### src/rtl/rsdec_pkg.sv
// Shared definitions for the RS decoder: symbol width, Chien load depth and
// the Chien sequencer state encoding.
package rsdec_pkg;

    localparam int GF_W      = 8;
    localparam int CHIEN_PAR = 4;

    typedef enum logic [2:0] {
        ST_IDLE,
        ST_SHORT,
        ST_LOAD,
        ST_SEARCH,
        ST_DONE
    } chien_state_t;

endpackage

### src/rtl/rsdec_chien_ctrl.sv
// Chien-Forney search sequencer: walks the search unit through shortening,
// coefficient load and position search, and counts roots against the BM degree.
module rsdec_chien_ctrl
    import rsdec_pkg::*;
#(
    parameter int N = 255
) (
    input  logic            clk,
    input  logic            clrn,
    input  logic            start,
    input  logic [1:0]      deg,
    output logic [1:0]      coef_idx,
    output logic            shorten,
    output logic            load,
    output logic            search,
    input  logic [GF_W-1:0] err_in,
    output logic            out_valid,
    input  logic            out_ready,
    output logic [GF_W-1:0] out_pos,
    output logic [GF_W-1:0] out_err,
    output logic            busy,
    output logic            done,
    output logic            fail,
    output logic [GF_W-1:0] err_cnt
);

    localparam int            SHORT_CYC = 255 - N;
    localparam logic [GF_W-1:0] SHORT_M1 = GF_W'(SHORT_CYC - 1);
    localparam logic [GF_W-1:0] LOAD_M1  = GF_W'(CHIEN_PAR - 1);
    localparam logic [GF_W-1:0] LAST_POS = GF_W'(N - 1);

    chien_state_t    state_q;
    logic [GF_W-1:0] cyc_q;
    logic [GF_W-1:0] pos_q;
    logic [GF_W-1:0] err_cnt_q;
    logic [GF_W-1:0] err_cnt_d;
    logic [1:0]      deg_q;
    logic            fail_q;

    // Saturating root count including the position being transferred now, so a
    // root at position 0 is already counted when fail is decided.
    always_comb begin
        err_cnt_d = err_cnt_q;
        if ((err_in != '0) && (err_cnt_q != '1)) begin
            err_cnt_d = err_cnt_q + 1'b1;
        end
    end

    // NOTE: every register here is written with <= so all state updates take
    // effect together at the clock edge, independent of statement order.
    always_ff @(posedge clk or negedge clrn) begin
        if (!clrn) begin
            state_q   <= ST_IDLE;
            cyc_q     <= '0;
            pos_q     <= '0;
            err_cnt_q <= '0;
            deg_q     <= '0;
            fail_q    <= 1'b0;
        end else begin
            case (state_q)
                ST_IDLE: begin
                    if (start) begin
                        deg_q     <= deg;
                        err_cnt_q <= '0;
                        fail_q    <= 1'b0;
                        if (SHORT_CYC > 0) begin
                            state_q <= ST_SHORT;
                            cyc_q   <= SHORT_M1;
                        end else begin
                            state_q <= ST_LOAD;
                            cyc_q   <= LOAD_M1;
                        end
                    end
                end
                ST_SHORT: begin
                    if (cyc_q == '0) begin
                        state_q <= ST_LOAD;
                        cyc_q   <= LOAD_M1;
                    end else begin
                        cyc_q <= cyc_q - 1'b1;
                    end
                end
                ST_LOAD: begin
                    if (cyc_q == '0) begin
                        state_q <= ST_SEARCH;
                        pos_q   <= LAST_POS;
                    end else begin
                        cyc_q <= cyc_q - 1'b1;
                    end
                end
                ST_SEARCH: begin
                    if (out_ready) begin
                        err_cnt_q <= err_cnt_d;
                        if (pos_q == '0) begin
                            state_q <= ST_DONE;
                            fail_q  <= (err_cnt_d != {6'b0, deg_q});
                        end else begin
                            pos_q <= pos_q - 1'b1;
                        end
                    end
                end
                ST_DONE: state_q <= ST_IDLE;
                default: state_q <= ST_IDLE;
            endcase
        end
    end

    // Strobes are pure state decodes; only search also looks at out_ready.
    assign shorten   = (state_q == ST_SHORT);
    assign load      = (state_q == ST_LOAD);
    assign coef_idx  = load ? cyc_q[1:0] : 2'b00;
    assign out_valid = (state_q == ST_SEARCH);
    assign search    = out_valid & out_ready;
    assign out_pos   = pos_q;
    assign out_err   = out_valid ? err_in : '0;
    assign busy      = (state_q != ST_IDLE);
    assign done      = (state_q == ST_DONE);
    assign fail      = fail_q;
    assign err_cnt   = err_cnt_q;

endmodule

### config.mk
export PLATFORM = sky130hd
export DESIGN_NAME = rsdec_chien_ctrl
export DESIGN_NICKNAME = d
export VERILOG_FILES = /design/src/rtl/rsdec_pkg.sv /design/src/rtl/rsdec_chien_ctrl.sv
export SDC_FILE = /design/constraint.sdc
export NUM_CORES = 1
export LEC_CHECK = 0
export CAP_MARGIN = 20
export CORE_ASPECT_RATIO = 0.7
export CORE_MARGIN = 2
export CORE_UTILIZATION = 49
export CTS_CLUSTER_SIZE = 25
export DETAILED_ROUTE_END_ITERATION = 16
export PLACE_DENSITY = 0.89
export SETUP_SLACK_MARGIN = 0.4
export SYNTH_ARGS = -nofsm -noshare
export SYNTH_HDL_FRONTEND = slang
export SYNTH_SLANG_ARGS = --single-unit
### constraint.sdc
create_clock -name clk -period 2.6 [get_ports clk]
set_input_delay 0.39 -clock clk [delete_from_list [all_inputs] [get_ports clk]]
set_output_delay 0.39 -clock clk [all_outputs]
set_load 0.05 [all_outputs]
==> impl_metrics.prom, run 1 <==
# TYPE chip_impl_metric gauge
chip_impl_info{name="run_status",value="finished clean"} 1
chip_impl_metric{name="drt_wirelength",unit="um"} 4820
chip_impl_metric{name="synth.net_count",unit=""} 236
chip_impl_metric{name="first_global_vias",unit=""} 1719
chip_impl_metric{name="max_cap_viol_count",unit=""} 0
chip_impl_metric{name="syn-cell-area",unit="um^2"} 1890
chip_impl_metric{name="clock_tree.buffer_depth",unit=""} 2
chip_impl_metric{name="numCtsBuffers",unit=""} 5
chip_impl_info{name="crit_path_start_kind",value="input port"} 1
chip_impl_info{name="worstReg2RegEnd",value="out_pos[4]"} 1
chip_impl_metric{name="finalWorstSetupSlack",unit="ns"} 0.454
chip_impl_metric{name="clock_latency",unit="ns"} 0.29
chip_impl_metric{name="synth.avg_cell_area",unit="um^2"} 8.68
chip_impl_metric{name="tightest_slew",unit="ns"} 0.504
chip_impl_info{name="setup.worst_path.end_class",value="flop"} 1
chip_impl_metric{name="post_synth_cell_types",unit=""} 48
chip_impl_metric{name="dieArea",unit="um^2"} 4380
chip_impl_metric{name="slew_violations",unit=""} 0
chip_impl_metric{name="area_growth",unit="%"} 34.5
chip_impl_metric{name="crit_fanout",unit=""} 3
chip_impl_metric{name="rows",unit=""} 18
chip_impl_metric{name="cts-hold-fix-buffers",unit=""} 0
chip_impl_metric{name="die_height",unit="um"} 56.0
chip_impl_metric{name="r2r_cells",unit=""} 5
chip_impl_metric{name="multi_input_area",unit="um^2"} 1080
chip_impl_metric{name="fin_worst_skew",unit="ns"} 0.00593
chip_impl_metric{name="coreArea",unit="um^2"} 3600
chip_impl_metric{name="register_area",unit="um^2"} 756
chip_impl_metric{name="vias",unit=""} 1902
chip_impl_metric{name="ys_warns",unit=""} 0
chip_impl_metric{name="ant_nets",unit=""} 0
chip_impl_metric{name="postLayoutCoreUtil",unit=""} 0.706
chip_impl_metric{name="via_per_inst",unit=""} 5.89
chip_impl_metric{name="timing.reg2reg.setup_slack",unit="ns"} 0.46
chip_impl_metric{name="io_buffer_count",unit=""} 46
chip_impl_metric{name="post-route-min-period",unit="ns"} 2.15
chip_impl_info{name="crit_family",value="compound AO/OA/AOI/OAI gates"} 1
chip_impl_metric{name="timing.hold.ws",unit="ns"} 0.494
chip_impl_metric{name="ys_seq_area_frac",unit=""} 0.397
chip_impl_metric{name="netlist_instances",unit=""} 218
chip_impl_info{name="cts_tree",value="done"} 1
chip_impl_info{name="slowest_stage",value="clkdlybuf4s50_1"} 1
chip_impl_metric{name="report.final.setup_viol",unit=""} 0
chip_impl_metric{name="htree_num_levels",unit=""} 2
chip_impl_metric{name="design_power_total",unit="mW"} 2.87
chip_impl_metric{name="initial_antenna_violation_count",unit=""} 0
chip_impl_metric{name="worst_path_largest_cell_delay",unit="ns"} 0.50
chip_impl_metric{name="hold_viol_final",unit=""} 0
chip_impl_metric{name="fmax",unit="GHz"} 0.466
chip_impl_info{name="crit_start",value="err_in[2]"} 1
chip_impl_metric{name="dp_slack",unit="ns"} 0.0548
chip_impl_metric{name="ctsResizeCount",unit=""} 6
chip_impl_info{name="list_of_cells_traversed_by_the_critical_path",value="clkdlybuf4s50_1 > nor4_2 > a2111oi_0 > mux2_2 > a2111oi_0 > a41oi_1"} 1
chip_impl_metric{name="firstDrtPassIters",unit=""} 5
chip_impl_metric{name="max-slew-margin-rel",unit=""} 0.663
chip_impl_metric{name="crit_arrival",unit="ns"} 2.29
chip_impl_info{name="rsz0062_at_grt",value="true"} 1
chip_impl_metric{name="drt_iter0_markers",unit=""} 120
chip_impl_metric{name="maximum_number_of_pins_on_one_net_before_global_route_repair",unit=""} 31
chip_impl_metric{name="worstPathBufferInverterCount",unit=""} 1
chip_impl_metric{name="antenna_cells",unit=""} 0
chip_impl_metric{name="grt_pass1_wl",unit="um"} 8060
chip_impl_metric{name="fin_crit_sh",unit=""} 0.825
chip_impl_metric{name="gp_congestion",unit=""} 0.916
chip_impl_info{name="worstSetupPathType",value="input port to flop"} 1
chip_impl_metric{name="detailedPlacementHpwl",unit="um"} 3420
chip_impl_metric{name="floorplan.initialDensity",unit=""} 0.525
chip_impl_metric{name="die_width",unit="um"} 78.3
chip_impl_metric{name="drc_errors",unit=""} 0
chip_impl_metric{name="layout.filler_cells",unit=""} 293
chip_impl_info{name="cts-root-buf",value="clkbuf_8"} 1
chip_impl_metric{name="path_clk_slew",unit="ns"} 0.07
chip_impl_info{name="min-delay-path-class",value="input port to async pin"} 1
chip_impl_metric{name="fin_setup_tns",unit="ns"} 0
chip_impl_metric{name="routedWlPerCell",unit="um"} 14.9
chip_impl_metric{name="numClockSinks",unit=""} 30
chip_impl_metric{name="boundaryPins",unit=""} 47
chip_impl_info{name="most_common_cell_on_crit_path",value="a2111oi_0"} 1
chip_impl_metric{name="post-cts-setup-buffers",unit=""} 0
chip_impl_metric{name="layout-drive-gt1-share",unit=""} 0.198
chip_impl_metric{name="worst_ir_drop_vdd",unit="mV"} 1.11
chip_impl_info{name="timing.critical_path.to",value="fail"} 1
chip_impl_metric{name="layout.nets",unit=""} 290
chip_impl_metric{name="power.density_cell_area",unit="nW/um^2"} 1130
chip_impl_metric{name="worstSetupPathDepth",unit=""} 6
chip_impl_metric{name="leakage_dissipation",unit="nW"} 1.13
chip_impl_metric{name="worst_ep_required_time",unit="ns"} 2.75
chip_impl_metric{name="number_of_flip_flops_and_latches_in_the_synthesized_netlist",unit=""} 30
chip_impl_metric{name="grt.overflow.total",unit=""} 0
chip_impl_info{name="worst_r2r_startpoint",value="state_q[0]"} 1
chip_impl_metric{name="groute.usage.overall",unit=""} 0.233
worst min-delay path by stage:
stage                   from          to  slack [ns]
detailed placement  cyc_q[6]    cyc_q[6]        0.48
finish                  clrn  out_pos[6]        0.49
CTS                 cyc_q[6]    cyc_q[6]        0.49
global placement    cyc_q[6]    cyc_q[6]        0.48
floorplan               clrn    cyc_q[0]        0.09
global route        cyc_q[6]    cyc_q[6]        0.51
metrics by stage:
stage                     area, um^2  std cells
after global routing            2540        323
after CTS                       2530        323
after floorplan                 1910        218
after global placement          2440        315
after detailed placement        2440        315
final                           2540        323
synthesized netlist by cell type (all sizes together):
master | count | area [um^2]
and2 | 11 | 68.8
o21a | 1 | 7.51
o311ai | 1 | 8.76
nand3 | 8 | 40.0
nor3b | 1 | 7.51
a21oi | 11 | 55.1
clkbuf | 5 | 18.8
xnor2 | 2 | 17.5
nor2 | 15 | 56.3
a22oi | 1 | 7.51
mux2 | 4 | 45.0
a2111oi | 2 | 17.5
and3 | 4 | 25.0
dfrtp | 30 | 751
a32o | 1 | 10.0
xor2 | 4 | 35.0
nor4 | 5 | 46.3
nor2b | 2 | 12.5
ha | 4 | 50.1
nand4 | 5 | 31.3
inv | 18 | 67.6
o31a | 1 | 8.76
nand2 | 19 | 71.3
a211oi | 1 | 7.51
or3b | 1 | 8.76
nand2b | 2 | 12.5
or4 | 2 | 20.0
o2111ai | 2 | 17.5
nor3 | 9 | 45.0
buf | 1 | 5.00
a211o | 1 | 8.76
a41oi | 3 | 33.8
nand4b | 1 | 8.76
o31ai | 3 | 22.5
o211ai | 2 | 15.0
mux2i | 6 | 60.1
o21ai | 19 | 98.8
or3 | 3 | 18.8
a21o | 4 | 31.3
a31oi | 3 | 18.8
cell type report:
class                      count  area share
clock buffer                   7      0.0339
clock inverter                 1     0.00197
tap                           50      0.0246
timing repair buffer          53       0.191
inverter                      18      0.0266
sequential                    30       0.297
multi-input combinational    164       0.424
state kept, by name, summed over array words and instances, names as in the netlist:
name     count
cyc_q        8
deg_q        2
out_pos      8
fail         1
err_cnt      8
state_q      3
where the power goes:
group / internal (mW) / switching, mW
logic: 0.604 / 1.08
clock network: 0.213 / 0.184
registers: 0.606 / 0.180
layout by cell type, fill, tap and decap left out, drive strengths merged, types with 2 or more instances in the layout:
cell type      instances
mux2i                  6
nor4                   5
dfrtp                 30
mux2                   4
inv                   18
a21o                   4
ha                     4
a21oi                 11
nand3                  8
and2                  11
clkdlybuf4s50         30
and3                   4
nand2b                 2
a31oi                  3
a2111oi                2
a41oi                  3
xnor2                  2
buf                   19
dlygate4sd2            3
nand4                  5
o211ai                 2
xor2                   4
clkbuf                 8
nor2                  15
nor2b                  2
or3                    3
o2111ai                2
o31ai                  3
nand2                 19
nor3                   9
o21ai                 19
or4                    2
logic make-up after synthesis:
group,count (synthesis),synth area share
AOI/OAI and AO/OA,56,0.195
xor gates and xnor gates,6,0.0278
adders and majority gates,4,0.0265
buffers and inverters,24,0.0483
DFF,30,0.397
muxes,10,0.0556
and+or+nand+nor,88,0.250
metal layers:
metal,vias up,global-route usage,share of wire
met1,898,0.315,0.46
met3,7,0.0877,0.099
met4,0,0.0827,0.015
met2,95,0.341,0.43
met5,-,0,0
li1,902,-,-
(Power assumes the default switching activity.)
==> inputs of run 2 (changes only) <==
Settings changed: CORE_UTILIZATION 49 to 44, PLACE_DENSITY 0.89 to 0.84.
Clock period 2.6 ns to 1.76 ns, I/O delays scaled along.
==> run 2 against run 1 <==
The flow now finishes with violations (negative setup slack). Flip-flop and latch count unchanged. Via count up 44%. Worst setup slack worse by 0.90 ns. Die area up 11%. Register-to-register slack worse by 0.90 ns. Clock power up 56%. Routed wire length up 120%. Non-clock buffer count up 79. Critical endpoint is now state_q[1]. Largest power group unchanged.
==> impl_metrics.prom, run 2 (synthesis results as in run 1) <==
# TYPE chip_impl_metric gauge
chip_impl_info{name="run_status",value="finished, violations left"} 1
chip_impl_info{name="violations",value="negative setup slack"} 1
chip_impl_info{name="cts_tree",value="done"} 1
chip_impl_metric{name="drc_errors",unit=""} 0
chip_impl_metric{name="leakage_dissipation",unit="nW"} 1.71
chip_impl_metric{name="fin_worst_skew",unit="ns"} 0.0101
chip_impl_metric{name="fmax",unit="GHz"} 0.454
chip_impl_info{name="worstSetupPathType",value="flop to flop"} 1
chip_impl_metric{name="via_per_inst",unit=""} 6.76
chip_impl_metric{name="die_height",unit="um"} 58.9
chip_impl_metric{name="finalNonFillerCells",unit=""} 404
chip_impl_metric{name="max-slew-margin-rel",unit=""} 0.705
chip_impl_metric{name="dieArea",unit="um^2"} 4850
chip_impl_metric{name="clock_tree.buffer_depth",unit=""} 2
chip_impl_metric{name="firstDrtPassIters",unit=""} 8
chip_impl_info{name="setup.worst_path.end_class",value="flop"} 1
chip_impl_info{name="crit_path_start_kind",value="flop"} 1
chip_impl_metric{name="finalInstanceArea",unit="um^2"} 3820
chip_impl_metric{name="internal_power",unit="mW"} 3.53
chip_impl_metric{name="boundaryPins",unit=""} 47
chip_impl_metric{name="clockPowerShare",unit=""} 0.090
chip_impl_metric{name="die_width",unit="um"} 82.4
chip_impl_metric{name="hold_viol_final",unit=""} 0
chip_impl_metric{name="fin_setup_tns",unit="ns"} -7.36
chip_impl_metric{name="initial_antenna_violation_count",unit=""} 0
chip_impl_metric{name="first_global_vias",unit=""} 2475
chip_impl_metric{name="share_seq_of_total_power",unit=""} 0.167
chip_impl_metric{name="vias",unit=""} 2730
chip_impl_info{name="slowest_stage",value="dfrtp_2"} 1
chip_impl_metric{name="tightest_slew",unit="ns"} 0.438
chip_impl_metric{name="grt.overflow.total",unit=""} 0
chip_impl_metric{name="clock_latency",unit="ns"} 0.31
chip_impl_metric{name="max_cap_viol_count",unit=""} 0
chip_impl_metric{name="number_of_placed_cells_counting_well_taps",unit=""} 361
chip_impl_metric{name="fin_crit_sh",unit=""} 1.25
chip_impl_metric{name="design_power_total",unit="mW"} 6.87
chip_impl_metric{name="routedWlPerCell",unit="um"} 26.8
chip_impl_metric{name="htree_num_levels",unit=""} 2
chip_impl_metric{name="post-route-min-period",unit="ns"} 2.20
chip_impl_metric{name="detailedPlacementHpwl",unit="um"} 3970
chip_impl_metric{name="numClockSinks",unit=""} 30
chip_impl_metric{name="grt_pass1_wl",unit="um"} 12800
chip_impl_metric{name="maximum_number_of_pins_on_one_net_before_global_route_repair",unit=""} 31
chip_impl_metric{name="power.density_cell_area",unit="nW/um^2"} 1800
chip_impl_metric{name="layout.nets",unit=""} 369
chip_impl_metric{name="worst_ep_required_time",unit="ns"} 1.94
chip_impl_metric{name="detailed_place.area",unit="um^2"} 3010
chip_impl_metric{name="switching_power",unit="mW"} 3.34
chip_impl_metric{name="floorplan.initialDensity",unit=""} 0.471
chip_impl_metric{name="numCtsBuffers",unit=""} 5
chip_impl_info{name="final_common_cell",value="buf_4"} 1
chip_impl_metric{name="worst_ir_drop_vdd",unit="mV"} 2.03
chip_impl_metric{name="power_frac_comb",unit=""} 0.743
chip_impl_metric{name="ant_nets",unit=""} 0
chip_impl_metric{name="finalWorstSetupSlack",unit="ns"} -0.442
chip_impl_metric{name="drt_iter0_markers",unit=""} 542
chip_impl_metric{name="drt_wirelength",unit="um"} 10800
chip_impl_metric{name="coreArea",unit="um^2"} 4020
chip_impl_metric{name="crit_fanout",unit=""} 4
chip_impl_info{name="cts-root-buf",value="clkbuf_8"} 1
chip_impl_metric{name="io_buffer_count",unit=""} 46
chip_impl_info{name="rsz0062_at_grt",value="true"} 1
chip_impl_metric{name="netSwitchingFraction",unit=""} 0.486
chip_impl_metric{name="antenna_cells",unit=""} 0
chip_impl_metric{name="area_growth",unit="%"} 102
chip_impl_info{name="mostFrequentLayoutCells",value="buf_4 (72), buf_6 (26), dfrtp_1 (21)"} 1
chip_impl_metric{name="path_clk_slew",unit="ns"} 0.08
chip_impl_metric{name="gp_congestion",unit=""} 0.923
chip_impl_metric{name="crit_arrival",unit="ns"} 2.38
chip_impl_metric{name="timing.hold.ws",unit="ns"} 0.356
chip_impl_info{name="min-delay-path-class",value="input port to async pin"} 1
chip_impl_metric{name="slew_violations",unit=""} 0
chip_impl_metric{name="report.final.setup_viol",unit=""} 43
chip_impl_metric{name="groute.usage.overall",unit=""} 0.361
chip_impl_info{name="list_of_cells_traversed_by_the_critical_path",value="inv_1 > ha_2 > nand4_1 > o21ai_0 > o211ai_1 > mux2_2"} 1
chip_impl_metric{name="layout-drive-gt1-share",unit=""} 0.597
chip_impl_metric{name="worst_path_largest_cell_delay",unit="ns"} 0.43
chip_impl_metric{name="layout.filler_cells",unit=""} 88
chip_impl_metric{name="rows",unit=""} 19
-- run 2: cell count changes in the layout (fill, tap and decap cells not counted), sizes merged --
cell,previous run,this run
clkinv,1,0
clkdlybuf4s15,0,1
dlygate4sd2,3,8
inv,18,17
clkdlybuf4s50,30,5
clkinvlp,0,1
buf,19,118
-- run 2: power by group through the flow --
stage          Sequential (mW)  Clock, mW  Combinational, mW
6_report                  1.14      0.620               5.11
3_3_place_gp              1.05          0               3.37
5_1_grt                   1.15      0.643               5.24
4_1_cts                   1.07      0.575               4.18
3_5_place_dp              1.06          0               3.45
2_1_floorplan             1.35          0               1.69
-- run 2: what timing repair did --
action	CTS	global route
hold buffers	0	0
gates resized for setup	86	45
pin swaps	28	19
cloned	1	0
buffers inserted	24	10
setup endpoints to repair	48	50
-- run 2: cell type report --
class | instances | area, um^2 | area share
Multi-Input combinational cell | 164 | 1480 | 0.386
Timing Repair Buffer | 132 | 1340 | 0.351
Tap cell | 52 | 65.1 | 0.0170
Sequential cell | 30 | 764 | 0.200
Inverter | 18 | 86.3 | 0.0226
Clock buffer | 8 | 90.1 | 0.0236
-- run 2: worst paths after layout --
check	depth (start not counted)	slack (ns)	endpoint	startpoint
worst max-delay path	6	-0.44	state_q[1]	out_pos[1]
worst min-delay path	2	0.36	out_pos[4]	clrn
worst max register to register	6	-0.44	state_q[1]	out_pos[1]
worst min register to register	1	0.59	cyc_q[6]	cyc_q[6]
max in group asynchronous	2	1.06	err_cnt[0]	clrn
min in group clk	1	0.59	cyc_q[6]	cyc_q[6]
-- run 2: stage by stage --
step,worst slack [ns],utilization
6_report,-0.442,0.951
2_1_floorplan,-0.253,-
3_3_place_gp,-0.549,0.749
5_1_grt,-0.498,0.951
3_5_place_dp,-0.642,0.749
4_1_cts,-0.184,0.893
-- run 2: metal layers --
layer / vias to the layer above / part of all wire / global-route usage
met5: - / 0 / 0
met2: 283 / 0.43 / 0.583
met1: 1271 / 0.34 / 0.466
met4: 0 / 0.088 / 0.164
li1: 1055 / - / -
met3: 121 / 0.14 / 0.0798
-- run 2: critical path, delay by kind of cell (launching register included) --
| kind | cells | cell delay [ns] |
|---|---|---|
| AOI/OAI and AO/OA | 2 | 0.65 |
| adders and majority gates | 1 | 0.24 |
| buffers and inverters | 1 | 0.14 |
| DFF | 1 | 0.43 |
| muxes | 1 | 0.34 |
| and+or+nand+nor | 1 | 0.27 |
